[config.mk]
export PLATFORM = sky130hd
export DESIGN_NAME = sram_port_arbiter
export DESIGN_NICKNAME = d
export VERILOG_FILES = /design/src/rtl/zx_mem_pkg.sv /design/src/rtl/refresh_edge_det.sv /design/src/rtl/sram_port_arbiter.sv
export SDC_FILE = /design/constraint.sdc
export NUM_CORES = 1
export LEC_CHECK = 0
export ABC_CLOCK_PERIOD_IN_PS = 2800
export CORE_ASPECT_RATIO = 1.75
export CORE_MARGIN = 8
export CORE_UTILIZATION = 46
export DETAILED_ROUTE_END_ITERATION = 10
export PLACE_DENSITY = 0.78
export SLEW_MARGIN = 20
export SYNTH_ARGS = -nofsm -noshare
export SYNTH_HDL_FRONTEND = slang
export SYNTH_SLANG_ARGS = --single-unit
[constraint.sdc]
create_clock -name clk_sys -period 2.8 [get_ports clk_sys]
set_input_delay 0.42 -clock clk_sys [delete_from_list [all_inputs] [get_ports clk_sys]]
set_output_delay 0.42 -clock clk_sys [all_outputs]
set_load 0.02 [all_outputs]
[src/rtl/zx_mem_pkg.sv]
// Types shared by the SDRAM port arbiter and its testbench: address width,
// address type and arbiter state encoding.
`timescale 1ns/1ps
package zx_mem_pkg;

  localparam int AW = 25;

  typedef logic [AW-1:0] sram_addr_t;

  typedef enum logic [2:0] {
    IDLE,
    IOCTL,
    CPU,
    TAPE_RD,
    TAPE_HIT
  } arb_state_t;

endpackage

[src/rtl/refresh_edge_det.sv]
// Two-flop nRFSH sampler producing one-cycle refresh fall/rise pulses.
`timescale 1ns/1ps
module refresh_edge_det (
  input  logic clk_sys,
  input  logic nRESET,
  input  logic nRFSH,
  output logic rfsh_fall,
  output logic rfsh_rise
);

  logic rfsh_cur;
  logic rfsh_prev;

  // Both samples reset high so leaving reset never looks like a refresh edge
  always_ff @(posedge clk_sys or negedge nRESET) begin
    if (!nRESET) begin
      rfsh_cur  <= 1'b1;
      rfsh_prev <= 1'b1;
    end else begin
      rfsh_cur  <= nRFSH;
      rfsh_prev <= rfsh_cur;
    end
  end

  assign rfsh_fall = rfsh_prev & ~rfsh_cur;
  assign rfsh_rise = ~rfsh_prev & rfsh_cur;

endmodule

[src/rtl/sram_port_arbiter.sv]
// Registered scheduler for the byte-wide SDRAM port: download, CPU and
// refresh-window tape fetches with a one-entry tape address cache.
`timescale 1ns/1ps
module sram_port_arbiter #(
  parameter int AW       = zx_mem_pkg::AW,
  parameter int READ_LAT = 6,
  parameter int CNT_W    = 3
) (
  input  logic          clk_sys,
  input  logic          nRESET,
  input  logic          ioctl_req,
  input  logic          ioctl_wr,
  input  logic [AW-1:0] ioctl_addr,
  input  logic [7:0]    ioctl_data,
  input  logic          cpu_rd,
  input  logic          cpu_we,
  input  logic [AW-1:0] cpu_addr,
  input  logic [7:0]    cpu_din,
  input  logic          nRFSH,
  input  logic          tape_req,
  input  logic [AW-1:0] tape_addr,
  output logic [7:0]    tape_data,
  output logic          tape_ack,
  output logic [AW-1:0] sram_addr,
  output logic [7:0]    sram_din,
  output logic          sram_we,
  output logic          sram_rd,
  input  logic [7:0]    sram_dout,
  output logic          busy_tape
);

  import zx_mem_pkg::arb_state_t;
  import zx_mem_pkg::IDLE;
  import zx_mem_pkg::IOCTL;
  import zx_mem_pkg::CPU;
  import zx_mem_pkg::TAPE_RD;
  import zx_mem_pkg::TAPE_HIT;

  arb_state_t       state;
  arb_state_t       next_state;
  logic             rfsh_fall;
  logic             rfsh_rise;
  logic [CNT_W-1:0] cnt;
  logic [CNT_W-1:0] cnt_d;
  logic [AW-1:0]    cache_addr;
  logic [AW-1:0]    cache_addr_d;
  logic             cache_valid;
  logic             cache_valid_d;
  logic [AW-1:0]    addr_d;
  logic [7:0]       din_d;
  logic [7:0]       data_d;
  logic             we_d;
  logic             rd_d;
  logic             ack_d;
  logic             busy_d;
  logic             cpu_req;
  logic             cache_hit;
  logic             tape_abort;
  logic             fetch_done;

  refresh_edge_det u_rfsh (
    .clk_sys   (clk_sys),
    .nRESET    (nRESET),
    .nRFSH     (nRFSH),
    .rfsh_fall (rfsh_fall),
    .rfsh_rise (rfsh_rise)
  );

  assign cpu_req    = cpu_rd | cpu_we;
  assign cache_hit  = cache_valid && (tape_addr == cache_addr);
  assign tape_abort = rfsh_rise | ioctl_req;
  assign fetch_done = (cnt == CNT_W'(1));

  always_ff @(posedge clk_sys or negedge nRESET) begin
    if (!nRESET) state <= IDLE;
    else         state <= next_state;
  end

  always_comb begin
    next_state = state;
    unique case (state)
      IDLE: begin
        if (ioctl_req)                 next_state = IOCTL;
        else if (cpu_req)              next_state = CPU;
        else if (tape_req && rfsh_fall) next_state = cache_hit ? TAPE_HIT : TAPE_RD;
      end
      IOCTL:    if (!ioctl_req) next_state = IDLE;
      CPU:      if (!cpu_req)   next_state = IDLE;
      TAPE_RD:  if (tape_abort || fetch_done) next_state = IDLE;
      TAPE_HIT: next_state = IDLE;
      default:  next_state = IDLE;
    endcase
  end

  // Next values of every registered output plus the fetch counter and cache
  always_comb begin
    addr_d        = sram_addr;
    din_d         = sram_din;
    we_d          = 1'b0;
    rd_d          = 1'b0;
    ack_d         = 1'b0;
    data_d        = tape_data;
    busy_d        = 1'b0;
    cnt_d         = cnt;
    cache_addr_d  = cache_addr;
    cache_valid_d = cache_valid;
    if ((state == IOCTL) || (state == IDLE && next_state == IOCTL)) begin
      addr_d = ioctl_addr;
      din_d  = ioctl_data;
      we_d   = ioctl_wr;
      if (ioctl_wr && ioctl_addr == cache_addr) cache_valid_d = 1'b0;
    end else if ((state == CPU) || (state == IDLE && next_state == CPU)) begin
      addr_d = cpu_addr;
      din_d  = cpu_din;
      we_d   = cpu_we;
      rd_d   = cpu_rd & ~cpu_we;
      if (cpu_we && cpu_addr == cache_addr) cache_valid_d = 1'b0;
    end else if (state == IDLE && next_state == TAPE_HIT) begin
      ack_d = 1'b1;
    end else if (state == IDLE && next_state == TAPE_RD) begin
      addr_d = tape_addr;
      rd_d   = 1'b1;
      busy_d = 1'b1;
      cnt_d  = CNT_W'(READ_LAT);
    end else if (state == TAPE_RD && !tape_abort) begin
      // sram_addr still holds the address latched at fetch start
      if (fetch_done) begin
        data_d        = sram_dout;
        ack_d         = 1'b1;
        cache_addr_d  = sram_addr;
        cache_valid_d = 1'b1;
      end else begin
        rd_d   = 1'b1;
        busy_d = 1'b1;
        cnt_d  = cnt - CNT_W'(1);
      end
    end
  end

  always_ff @(posedge clk_sys or negedge nRESET) begin
    if (!nRESET) begin
      sram_addr   <= '0;
      sram_din    <= '0;
      sram_we     <= 1'b0;
      sram_rd     <= 1'b0;
      tape_data   <= '0;
      tape_ack    <= 1'b0;
      busy_tape   <= 1'b0;
      cnt         <= '0;
      cache_addr  <= '0;
      cache_valid <= 1'b0;
    end else begin
      sram_addr   <= addr_d;
      sram_din    <= din_d;
      sram_we     <= we_d;
      sram_rd     <= rd_d;
      tape_data   <= data_d;
      tape_ack    <= ack_d;
      busy_tape   <= busy_d;
      cnt         <= cnt_d;
      cache_addr  <= cache_addr_d;
      cache_valid <= cache_valid_d;
    end
  end

endmodule

==> metrics.txt <==
status=complete, no violations; RSZ-0062 raised after global routing=false; Worst Max-Slew Pin Slew=0.860 ns; worst path cell trace=clkdlybuf4s50_1, nor4bb_1, and3_1, o21bai_1, o31ai_4, o21ai_4, a2bb2oi_1; PwrDens=892 mW/mm^2; Detail Route Antenna Nets=0; vias in the first global route=4449; Sequential Power Share=between 30% and 40%; Max-Cap Viols=0; met1 Usage GRT=23.9%; type of the tightest min-delay check=input port to asynchronous set/reset pin; commonest non-fill, non-tap cells in the layout=clkdlybuf4s50_1 (150), dfrtp_1 (77), xnor2_1 (39), xor2_1 (36); P_int=approximately 3500 uW; Period minus WS final=between 2 and 3 ns; Slowest cell on crit path=o21ai_4; Leak Pwr=between 0.002 and 0.003 uW; Async SR Flop Fraction=between 90% and 100%; largest net degree at the start of global routing=80; drt total wl=15400 um; CP Capture Type=flop; Syn Inst Count=roughly 400; met2 usage=around 43%; synthesized area per cell=11.2 sq um; first-pass detailed-route iteration total=5; worst-skew pair later-pin latency=0.34 ns; worst setup path start=ioctl_req; total power=around 5700 uW; Core Region=0.00967 sq mm; Via density=5.80; post-synthesis net count=512; total CTS buffers=9; die outline width=approximately 91 um; number of synthesized register bits=79; Post-DP Area=about 0.0062 sq mm; Post-synth EDFFs=0; Arr. time, crit path=approximately 2.8 ns; WL per Instance=between 20 and 25 um; r2r setup slk=approximately 0.35 ns; max incr delay on CP=between 0.7 and 0.8 ns; Total GRT Usage=a little under a quarter; dpl ws=-0.0616 ns; post-CTS sizing=0; fin. max-slew vios=0; Core Util, Final=66.6%; crit start category=input port; maximum VDD drop=0.000548 V; IO Pins=approximately 150; reg2reg end=sram_addr[20]; clk_skew=just under 0.007 ns; Setup Buffers After CTS=0; Clock Tree Root=clkbuf_16; FMAX=around 0.40 GHz; post-synth cell types=between 40 and 50; first-pass GRT wire length=24200 um; Die Area=roughly 0.013 sq mm; htree depth=3; relative slew slack=~42%; Yosys top cell area share=~43%; synth warn=0; reg-to-reg startpoint=state[1]; vias=roughly 4000; hold_buf cts=0; combinational share of power=46.7%; WHS=0.115 ns; R2R cell count=6; top cell type by total area after synthesis=dfrtp_1; WP data required=3.06 ns; Iter 0 DRT Violations=200; initial antenna violation count=0; M3 GR Usage=under 10%; share of cells above drive strength 1=around 15%; Worst Path Max Fanout=25; Final WS setup=just under 0.3 ns; ys flop type=dfrtp_1; Finished Cell Area=around 0.0064 sq mm; clock share of power=about a fifth; Sw Ratio=about two fifths; RePlAce Congestion=approximately 0.87; leading cell type in the layout, fill and taps excluded=clkdlybuf4s50_1; clock transition at the registers of the reported paths=roughly 0.060 ns; effective utilization at floorplan=around 46%; clock sinks=around 80; nets@finish=670; post-DP HPWL=approximately 12000 um; IO buf count=around 150; die span in y=about 150 um; total grt overflow=0; synthesized cell area=about 0.0045 sq mm; CTS tree=built; Critical Setup Path Class=input port to flop; Area contributors post-synth=dfrtp_1 (43%), mux2_2 (8.3%), xnor2_1 (7.6%); endpoints failing setup=0; Antenna diodes=0; crit path to=sram_addr[20]; Tcrit/Tclk final=~90%; Net Sw Power=~2200 uW; Bufs on Longest Clock Path=2; Site Rows=48; final hold vios=0; Most Used Layer, Global Route=met2; sequential cell area fraction in the yosys report=between 40% and 50%; DRC=0; Area growth syn-to-layout=43.3%
[area by class of cell]
cell class              instances  area [sq um]
fillers                       756          3230
multi-input cells             296          2330
flip-flops and latches         79          1980
repair buffers                170          1670
clock buffers                  11           253
well taps                     125           156
clock inverters                 5          32.5
inverters                       5          18.8
[flip-flops by register name, summed over array words and instances, names as in the netlist]
name	cells
busy_tape	1
cache_addr	25
cache_valid	1
cnt	3
sram_addr	25
sram_din	8
sram_rd	1
sram_we	1
state	3
tape_ack	1
tape_data	8
u_rfsh.rfsh_cur	1
u_rfsh.rfsh_prev	1
[worst min path at each step]
stage | depth (start not counted) | startpoint | to
3_3_place_gp | 0 | u_rfsh.rfsh_cur | u_rfsh.rfsh_prev
4_1_cts | 1 | nRESET | tape_data[2]
5_1_grt | 1 | nRESET | tape_data[3]
3_5_place_dp | 0 | u_rfsh.rfsh_cur | u_rfsh.rfsh_prev
6_report | 1 | nRESET | tape_data[2]
2_1_floorplan | 0 | nRESET | busy_tape
[kinds of logic (layout without fill, tap and decap cells)]
logic type	after synthesis	count (layout)	share of synthesized area [%]
buffers and inverters	28	191	4.18
xor gates and xnor gates	75	75	14.6
muxes	34	34	8.49
DFF	79	79	44.0
and+or+nand+nor	86	86	10.3
AOI/OAI and AO/OA	99	99	17.8
adders and majority gates	2	2	0.557
[synth_stat cells (2+ instances only)]
cell       instances
a21oi_1            3
a22oi_1           33
a2bb2oi_1         24
and2_1             2
and3_1             2
buf_2              5
buf_4              2
buf_6              7
clkbuf_1           6
dfrtp_1           77
dfstp_2            2
ha_1               2
inv_1              5
mux2_2            33
nand2_1           29
nand2b_1           3
nand3_1            2
nand4_1           15
nor2_1             5
nor3_1             4
nor4_1            13
o21bai_1           2
o31ai_1           25
or2_2              4
xnor2_1           39
xor2_1            36
[per-layer routing]
| layer | vias up | share of wire [%] |
|---|---|---|
| li1 | 1817 | - |
| met1 | 1980 | 36 |
| met2 | 178 | 55 |
| met3 | 33 | 4.9 |
| met4 | 0 | 3.9 |
| met5 | - | 0 |
[critical path: cells and delay by family]
family,cells,cell delay [ns]
compound gates,4,1.26
buf+inv,1,0.42
simple gates,2,0.66
[per-stage QoR]
stage                     std cells  setup TNS (ns)
after global routing            691               0
after detailed placement        675          -0.661
after CTS                       691               0
after global placement          675               0
after floorplan                 403               0
final                           691               0
[power by group through the flow]
stage	Combinational, uW	Sequential (uW)	Clock [uW]
floorplan	1240	2200	0
global placement	2630	1930	0
detailed placement	2670	1950	0
CTS	2690	1940	1120
global route	2840	2000	1180
finish	2680	1950	1120
Note: power is estimated with default switching activity, not from simulation.
